[config.mk]
export PLATFORM = sky130hd
export DESIGN_NAME = ama_riscv_bp_ctrl
export DESIGN_NICKNAME = d
export VERILOG_FILES = /design/src/rtl/ama_riscv_bp_pkg.sv /design/src/rtl/ama_riscv_bp_queue.sv /design/src/rtl/ama_riscv_bp_ctrl.sv
export SDC_FILE = /design/constraint.sdc
export NUM_CORES = 1
export LEC_CHECK = 0
export CAP_MARGIN = 20
export CORE_MARGIN = 3
export CORE_UTILIZATION = 35
export DETAILED_ROUTE_END_ITERATION = 7
export PLACE_DENSITY = 0.56
export SYNTH_ARGS = -nofsm -noshare
export SYNTH_HDL_FRONTEND = slang
export SYNTH_HIERARCHICAL = 1
export SYNTH_SLANG_ARGS = --single-unit
[constraint.sdc]
create_clock -name clk -period 4.06 [get_ports clk]
set_input_delay 0.812 -clock clk [delete_from_list [all_inputs] [get_ports clk]]
set_output_delay 0.812 -clock clk [all_outputs]
set_load 0.05 [all_outputs]
[src/rtl/ama_riscv_bp_pkg.sv]
// Shared types and helpers for the gshare branch-predictor controller.
package ama_riscv_bp_pkg;

   localparam int unsigned BP_IDX_BITS = 5;
   localparam int unsigned BP_CNT_BITS = 2;

   typedef logic [BP_IDX_BITS-1:0] bp_idx_t;
   typedef logic [BP_CNT_BITS-1:0] bp_cnt_t;

   typedef struct packed {
      bp_idx_t idx;
      bp_idx_t ghr;
      logic    pred;
   } bp_q_entry_t;

   function automatic bp_cnt_t sat_cnt(input bp_cnt_t cnt, input logic taken);
      bp_cnt_t r;
      if (taken) r = (cnt == '1) ? cnt : cnt + bp_cnt_t'(1);
      else       r = (cnt == '0) ? cnt : cnt - bp_cnt_t'(1);
      return r;
   endfunction

endpackage

[src/rtl/ama_riscv_bp_queue.sv]
// In-order queue of in-flight predictions; clear has priority over push/pop.
module ama_riscv_bp_queue
   import ama_riscv_bp_pkg::*;
#(
   parameter int unsigned Q_DEPTH = 4,
   localparam int unsigned PW = $clog2(Q_DEPTH),
   localparam int unsigned CW = PW + 1
)(
   input  logic          clk,
   input  logic          rst,
   input  logic          push_i,
   input  bp_q_entry_t   push_data_i,
   input  logic          pop_i,
   input  logic          clear_i,
   output bp_q_entry_t   head_o,
   output bp_idx_t       next_ghr_o,
   output logic [CW-1:0] count_o
);

   bp_q_entry_t   mem_q [Q_DEPTH];
   logic [PW-1:0] wr_q, wr_d;
   logic [PW-1:0] rd_q, rd_d;
   logic [CW-1:0] cnt_q, cnt_d;
   logic          full;
   logic          empty;
   logic          do_push;
   logic          do_pop;

   assign full    = (cnt_q == CW'(Q_DEPTH));
   assign empty   = (cnt_q == '0);
   assign do_push = push_i && !full;
   assign do_pop  = pop_i && !empty;

   always_comb begin
      wr_d  = wr_q;
      rd_d  = rd_q;
      cnt_d = cnt_q;
      if (clear_i) begin
         wr_d  = '0;
         rd_d  = '0;
         cnt_d = '0;
      end else begin
         if (do_push) wr_d = wr_q + PW'(1);
         if (do_pop)  rd_d = rd_q + PW'(1);
         cnt_d = cnt_q + CW'(do_push) - CW'(do_pop);
      end
   end

   always_ff @(posedge clk or posedge rst) begin
      if (rst) begin
         wr_q  <= '0;
         rd_q  <= '0;
         cnt_q <= '0;
      end else begin
         wr_q  <= wr_d;
         rd_q  <= rd_d;
         cnt_q <= cnt_d;
      end
   end

   // Storage needs no reset: entries are only observed while counted valid.
   always_ff @(posedge clk) begin
      if (do_push) mem_q[wr_q] <= push_data_i;
   end

   assign head_o     = mem_q[rd_q];
   assign next_ghr_o = mem_q[rd_q + PW'(1)].ghr;
   assign count_o    = cnt_q;

endmodule

[src/rtl/ama_riscv_bp_ctrl.sv]
// Gshare predictor controller: fetch-side PHT indexing/prediction, resolve-side
// training, mispredict detection and global-history repair.
module ama_riscv_bp_ctrl
   import ama_riscv_bp_pkg::*;
#(
   parameter int unsigned IDX_BITS = BP_IDX_BITS,
   parameter int unsigned CNT_BITS = BP_CNT_BITS,
   parameter int unsigned Q_DEPTH  = 4
)(
   input  logic                clk,
   input  logic                rst,
   input  logic                pred_req,
   input  logic [IDX_BITS-1:0] pc_idx,
   output logic                pred_ready,
   output logic                pred_taken,
   output logic [IDX_BITS-1:0] pht_idx,
   input  logic [CNT_BITS-1:0] pht_read,
   input  logic                res_valid,
   input  logic                res_taken,
   input  logic                flush,
   output logic [IDX_BITS-1:0] pht_idx_up,
   input  logic [CNT_BITS-1:0] pht_read_up,
   output logic [CNT_BITS-1:0] pht_update_val,
   output logic                pht_update_en,
   output logic                mispredict,
   output logic                res_err
);

   localparam int unsigned CW = $clog2(Q_DEPTH) + 1;

   if (IDX_BITS != BP_IDX_BITS || CNT_BITS != BP_CNT_BITS) begin : g_cfg_width_err
      $error("ama_riscv_bp_ctrl: IDX_BITS/CNT_BITS must match ama_riscv_bp_pkg");
   end
   if (Q_DEPTH < 2 || (Q_DEPTH & (Q_DEPTH - 1)) != 0) begin : g_cfg_depth_err
      $error("ama_riscv_bp_ctrl: Q_DEPTH must be a power of two >= 2");
   end

   logic [IDX_BITS-1:0] ghr_q, ghr_d;
   logic                upd_en_q;
   logic [IDX_BITS-1:0] upd_idx_q;
   logic                upd_taken_q;
   logic                mis_q;
   logic                err_q;

   bp_q_entry_t         q_head;
   bp_q_entry_t         push_entry;
   bp_idx_t             q_next_ghr;
   logic [CW-1:0]       q_count;
   logic                q_nempty;
   logic                fire;
   logic                pop;
   logic                mis;
   logic                q_push;
   logic                q_clear;
   logic                unused_pht_bits;

   assign pht_idx    = pc_idx ^ ghr_q;
   assign pred_taken = pht_read[CNT_BITS-1];
   assign pred_ready = (q_count != CW'(Q_DEPTH));

   assign q_nempty = (q_count != '0);
   assign fire     = pred_req && pred_ready;
   assign pop      = res_valid && q_nempty;
   assign mis      = pop && (res_taken != q_head.pred);
   assign q_push   = fire && !mis && !flush;
   assign q_clear  = mis || flush;

   assign push_entry.idx  = pht_idx;
   assign push_entry.ghr  = ghr_q;
   assign push_entry.pred = pred_taken;

   // On flush with a same-cycle pop, history restores from the entry behind the head.
   always_comb begin
      ghr_d = ghr_q;
      if (mis) begin
         ghr_d = {q_head.ghr[IDX_BITS-2:0], res_taken};
      end else if (flush) begin
         if (pop) begin
            if (q_count > CW'(1)) ghr_d = q_next_ghr;
         end else if (q_nempty) begin
            ghr_d = q_head.ghr;
         end
      end else if (fire) begin
         ghr_d = {ghr_q[IDX_BITS-2:0], pred_taken};
      end
   end

   always_ff @(posedge clk or posedge rst) begin
      if (rst) begin
         ghr_q       <= '0;
         upd_en_q    <= 1'b0;
         upd_idx_q   <= '0;
         upd_taken_q <= 1'b0;
         mis_q       <= 1'b0;
         err_q       <= 1'b0;
      end else begin
         ghr_q    <= ghr_d;
         upd_en_q <= pop;
         if (pop) begin
            upd_idx_q   <= q_head.idx;
            upd_taken_q <= res_taken;
         end
         mis_q <= mis;
         if (res_valid && !q_nempty) err_q <= 1'b1;
      end
   end

   ama_riscv_bp_queue #(
      .Q_DEPTH (Q_DEPTH)
   ) u_queue (
      .clk         (clk),
      .rst         (rst),
      .push_i      (q_push),
      .push_data_i (push_entry),
      .pop_i       (pop),
      .clear_i     (q_clear),
      .head_o      (q_head),
      .next_ghr_o  (q_next_ghr),
      .count_o     (q_count)
   );

   assign pht_idx_up     = upd_idx_q;
   assign pht_update_en  = upd_en_q;
   assign pht_update_val = upd_en_q ? sat_cnt(pht_read_up, upd_taken_q) : '0;
   assign mispredict     = mis_q;
   assign res_err        = err_q;

   assign unused_pht_bits = ^pht_read[CNT_BITS-2:0];

endmodule

After elaboration in Yosys (flattened, before gate mapping)
Memories as Yosys holds them, arrays and structs flattened.
Index checks and enable logic that the tools add are counted.

operators by class
  add/subtract/negate cells = 6
  magnitude comparators = 1
  reductions and logical operators = 21
  mux-type cells = 17
  equal/unequal tests = 6
  bitwise logic cells = 1

operator list
  kind                                                           count
  two-way mux 5 bit                                              6
  two-way mux 2 bit                                              8
  logical AND 1 bit                                              8
  adder 2 x 1 -> 2 bit, second input constant                    3
  nonzero test 3 bit                                             2
  logical NOT 1 bit                                              5
  bitwise XOR 5 bit                                              1
  inequality test 4 x 1 -> 1 bit, second input constant          1
  inequality test 4 x 2 -> 1 bit, second input constant          1
  nonzero test 2 bit                                             2
  adder 3 x 1 -> 3 bit                                           1
  == test 3 bit, second input constant                           1
  greater-than comparator 3 x 1 -> 1 bit, second input constant  1
  logical NOT 3 bit                                              1
  two-way mux 3 bit                                              1
  inequality test 3 bit, second input constant                   1
  AND reduction 3 bit                                            1
  subtractor 3 x 1 -> 3 bit                                      1
  == test 2 bit, second input constant                           1
  logical NOT 2 bit                                              1
  two-way mux 1 bit                                              2
  subtractor 2 x 1 -> 2 bit, second input constant               1
  logical OR 1 bit                                               1
  inequality test 1 bit                                          1

storage, ports and cells
  memory bits (writable) = 44
  memories = 1
  bits in registers = 21

memories
  name           words  bits a word  rd ports  clocked after memory_dff  write ports  RTL line                  RTL
  u_queue.mem_q  4      11           2         0                         1            ama_riscv_bp_queue.sv:20  bp_q_entry_t mem_q [Q_DEPTH];

Depth between registers and ports, before layout
  depth after elaboration = 10
  mapped depth = 15

By module
Netlist, hierarchy kept.

by module, submodules not included
  module              cells each  seq. area each (µm²)  area each (µm²)  instances
  ama_riscv_bp_queue  108         1496.4                2234.6           1
  ama_riscv_bp_ctrl   86          350.3                 838.3            1

Worst setup path after synthesis
OpenSTA, ideal clock, no wires.

  path type = reg-to-reg
  from = register u_queue.rd_q[0]
  to = register u_queue.cnt_q[2], in the netlist u_queue/count_o[2]
  required time = 3.931 ns
  library setup time = 0.129 ns
  stages on the path, launching flop included = 15
  path slack = 1.018 ns
  arrival time = 2.913 ns
  buffers on the path = 1
  period minus slack after synthesis = 3.042 ns
  path through = dfrtp_1 -> buf_4 -> mux4_1 -> xnor2_1 -> nor2_2 -> nor2b_1 -> a21boi_2 -> inv_1 -> ha_1 -> inv_1 -> ha_1 -> inv_1 -> fa_1 -> xnor2_1 -> nor2_1

RTL lines
  element                 RTL line                  RTL
  start, declared         ama_riscv_bp_queue.sv:22  logic [PW-1:0] rd_q, rd_d;
  start signal, assigned  ama_riscv_bp_queue.sv:56  rd_q <= rd_d;
  end signal, assigned    ama_riscv_bp_queue.sv:57  cnt_q <= cnt_d;
  end, declared           ama_riscv_bp_queue.sv:23  logic [CW-1:0] cnt_q, cnt_d;

Worst setup path after layout
  from = input port pc_idx[1]
  to = output port pht_idx[1]

on the way
  longest elaborated chain between the ends = 1

ends and longest elaborated chain
  element            RTL line                 RTL
  start, declared    ama_riscv_bp_ctrl.sv:13  input logic [IDX_BITS-1:0] pc_idx,
  bitwise XOR 5 bit  ama_riscv_bp_ctrl.sv:57  assign pht_idx = pc_idx ^ ghr_q;
  end, declared      ama_riscv_bp_ctrl.sv:16  output logic [IDX_BITS-1:0] pht_idx,

Every way passes these cells.

==> run metrics <==
leading area contributor after synthesis edfxtp_1; worst min-delay path class flip-flop to flip-flop; gr busiest metal met2; maxcap violations 0; Ant. Diodes 0; Final GP Congestion ~0.72; Initial Util 0.3666; WL per Instance 17.02 µm; hold depth 1; Post-Syn Instances 194; P_leak about 1.4 nW; startpoint types input pin; hold path start res_err; DR iter-0 viols 64; met1 Resource Use GR 0.1710; Fmax achieved 0.3016 GHz; Pre-antenna DRT Iters 4; Period minus WS final 3.316 ns; vias in the first global route approximately 1.8k; Core ar. between 0.008 and 0.009 mm²; Detail Route Antenna Nets 0; status complete, no violations; number of port buffers 30; Hold Path Sink res_err; Synth cell types 41; fraction of post-synthesis cell area in the top cell type by area 0.4300; Setup CP Type input pin to output pin; worst slew pin tran 0.6681 ns; die area 0.009940 mm²; first-pass GRT wire length 9549 µm; FF-to-FF setup slack roughly 0.83 ns; met2 Use GR 0.1970; # setup viols final 0; clock buffer depth 2; latest clock arrival within the worst-skew pair between 0.3 and 0.4 ns; clk slew on worst S/H paths 0.07 ns; setup TNS 0 ns; Worst slew margin 0.5546; Most used DFF post-synth edfxtp_1; synthesized area 0.003073 mm²; Root Buffer clkbuf_8; Post-synth EDFFs 44; dpl hpwl 3924 µm; CTS buffer count 9; post-route cell area 0.003632 mm²; most frequent cell after synthesis edfxtp_1; clock sink count 65; Peak supply drop 0.0003059 V; row count 33; Worst Reg-to-Reg Cells 13; Avg Inst Size Synth between 15 and 20 µm²; switching fraction of total power 0.3832; DRC 0; critical path arrival 2.50 ns; unrepaired setup endpoints after global routing false; Finished Core Util 0.4333; FF-to-FF End u_queue/count_o[2]; CP Capture Type output pin; drt total wl approximately 5800 µm; share of post-route cells with drive strength above 1 0.1308; dpl cells 326; fin. max-slew vios 0; P per Cell Area 646.6 mW/mm²; Clock Skew about 0.0092 ns; Yosys Warn Count 6; grt met3 use 0.04488; CP Max Fanout 5; Post-CTS Resized 0; GRT overflow 0; final hold slack ~0.47 ns; DP Area 0.003471 mm²; Final #Nets 254; gr usage total 0.1281; synth cell count leaders 44 x edfxtp_1, 21 x dfrtp_1, 18 x nand2_1, 15 x mux4_1, 12 x inv_1; CTS tree done; initial antenna violation count 0; Seq cells post-synth 65; Final Cycle Share 0.8168; Synth async-reset ratio 0.3231; DIE HEIGHT 99.70 µm; WP data required 3.25 ns; synthesized net count 216; Fillers 774; Die X 99.70 µm; Worst R2R Start u_queue/rd_q[0]; Final Hold Fails 0; via/cell ratio 5.023; Layout Cells excl Fill roughly 340; vias around 1.7k; sequential power share 0.430; top cells by area, synth edfxtp_1 43%, dfrtp_1 17%, mux4_1 13%; Internal 0.001449 W; # hold bufs at CTS 0; Clk pwr share 0.193; register area share after synthesis 0.6010; largest net degree at the start of global routing 18; Area growth syn-to-layout 18.20%; P_sw 0.0009001 W; # IOs 32; Comb power frac 0.377; post-CTS setup buffer count 0; H-tree depth 3
placed cells by master (no fill, tap or decap), types with 2 or more instances in the layout:
cell type	instances
a221o_1	4
and2_1	6
and2_2	3
buf_4	5
clkbuf_8	9
clkdlybuf4s50_1	30
clkinv_1	2
clkinv_2	3
clkinvlp_4	2
dfrtp_1	21
edfxtp_1	44
ha_1	6
inv_1	12
mux2i_1	5
mux4_1	15
nand2_1	18
nand2b_1	2
nor2_1	9
nor2b_1	2
o21ai_0	5
o2bb2ai_1	4
xnor2_1	3
xor2_1	7
per-stage QoR:
step / total power (W) / setup WS [ns]
5_1_grt: 0.002494 / 0.5570
4_1_cts: 0.002385 / 0.7254
3_5_place_dp: 0.001919 / 0.4101
2_1_floorplan: 0.001635 / 1.018
6_report: 0.002349 / 0.7438
3_3_place_gp: 0.001911 / 0.4276
kinds of logic (layout without fill, tap and decap cells):
| logic type | after synthesis | in the layout | share of synthesized area |
|---|---|---|---|
| AOI/OAI and AO/OA | 24 | 24 | 0.07085 |
| muxes | 22 | 22 | 0.1555 |
| xor gates and xnor gates | 10 | 10 | 0.02850 |
| DFF | 65 | 65 | 0.6010 |
| adders and majority gates | 8 | 8 | 0.03420 |
| buffers and inverters | 21 | 64 | 0.03908 |
| and+or+nand+nor | 44 | 44 | 0.07084 |
power groups by stage:
stage | Combinational (W) | Sequential, W | Clock, W
after global routing | 0.000963 | 0.00103 | 0.000500
after detailed placement | 0.000896 | 0.00102 | 0
after global placement | 0.000889 | 0.00102 | 0
final | 0.000886 | 0.00101 | 0.000453
after CTS | 0.000899 | 0.00101 | 0.000475
after floorplan | 0.000549 | 0.00109 | 0
metal layers:
layer,part of all wire,wire length (µm)
met3,0.049,284
met2,0.47,2721
met5,0,0
met4,0.014,84
met1,0.47,2730
state kept, by name (all words and copies together), names as in the netlist:
| name | cells |
|---|---|
| ghr_q | 5 |
| pht_idx_up | 5 |
| u_queue/wr_q | 2 |
| u_queue/count_o | 3 |
| mispredict | 1 |
| u_queue/mem_q | 44 |
| upd_taken_q | 1 |
| u_queue/rd_q | 2 |
| res_err | 1 |
| pht_update_en | 1 |
how the worst max path moves through the flow:
stage,from,endpoint,slack [ns]
2_1_floorplan,u_queue/rd_q[0],u_queue/count_o[2],1.02
3_3_place_gp,flush,u_queue/count_o[2],0.43
3_5_place_dp,flush,u_queue/count_o[2],0.41
4_1_cts,pc_idx[3],pht_idx[3],0.73
5_1_grt,u_queue/rd_q[0],u_queue/count_o[2],0.56
6_report,pc_idx[1],pht_idx[1],0.74
worst max-delay path, cell delays in order:
cell	delay, ns
clkdlybuf4s50_1	0.47
xor2_1	0.34
clkdlybuf4s50_1	0.88
layout make-up:
class                           instances  area, µm²  area share
Tap cell                              105      131.4     0.03617
Timing Repair Buffer                   35      337.8     0.09301
Inverter                               13      48.80     0.01343
Sequential cell                        65       1847      0.5084
Clock inverter                          7      37.54     0.01033
Clock buffer                            9      123.9     0.03410
Multi-Input combinational cell        108       1106      0.3045
(Power assumes the default switching activity.)
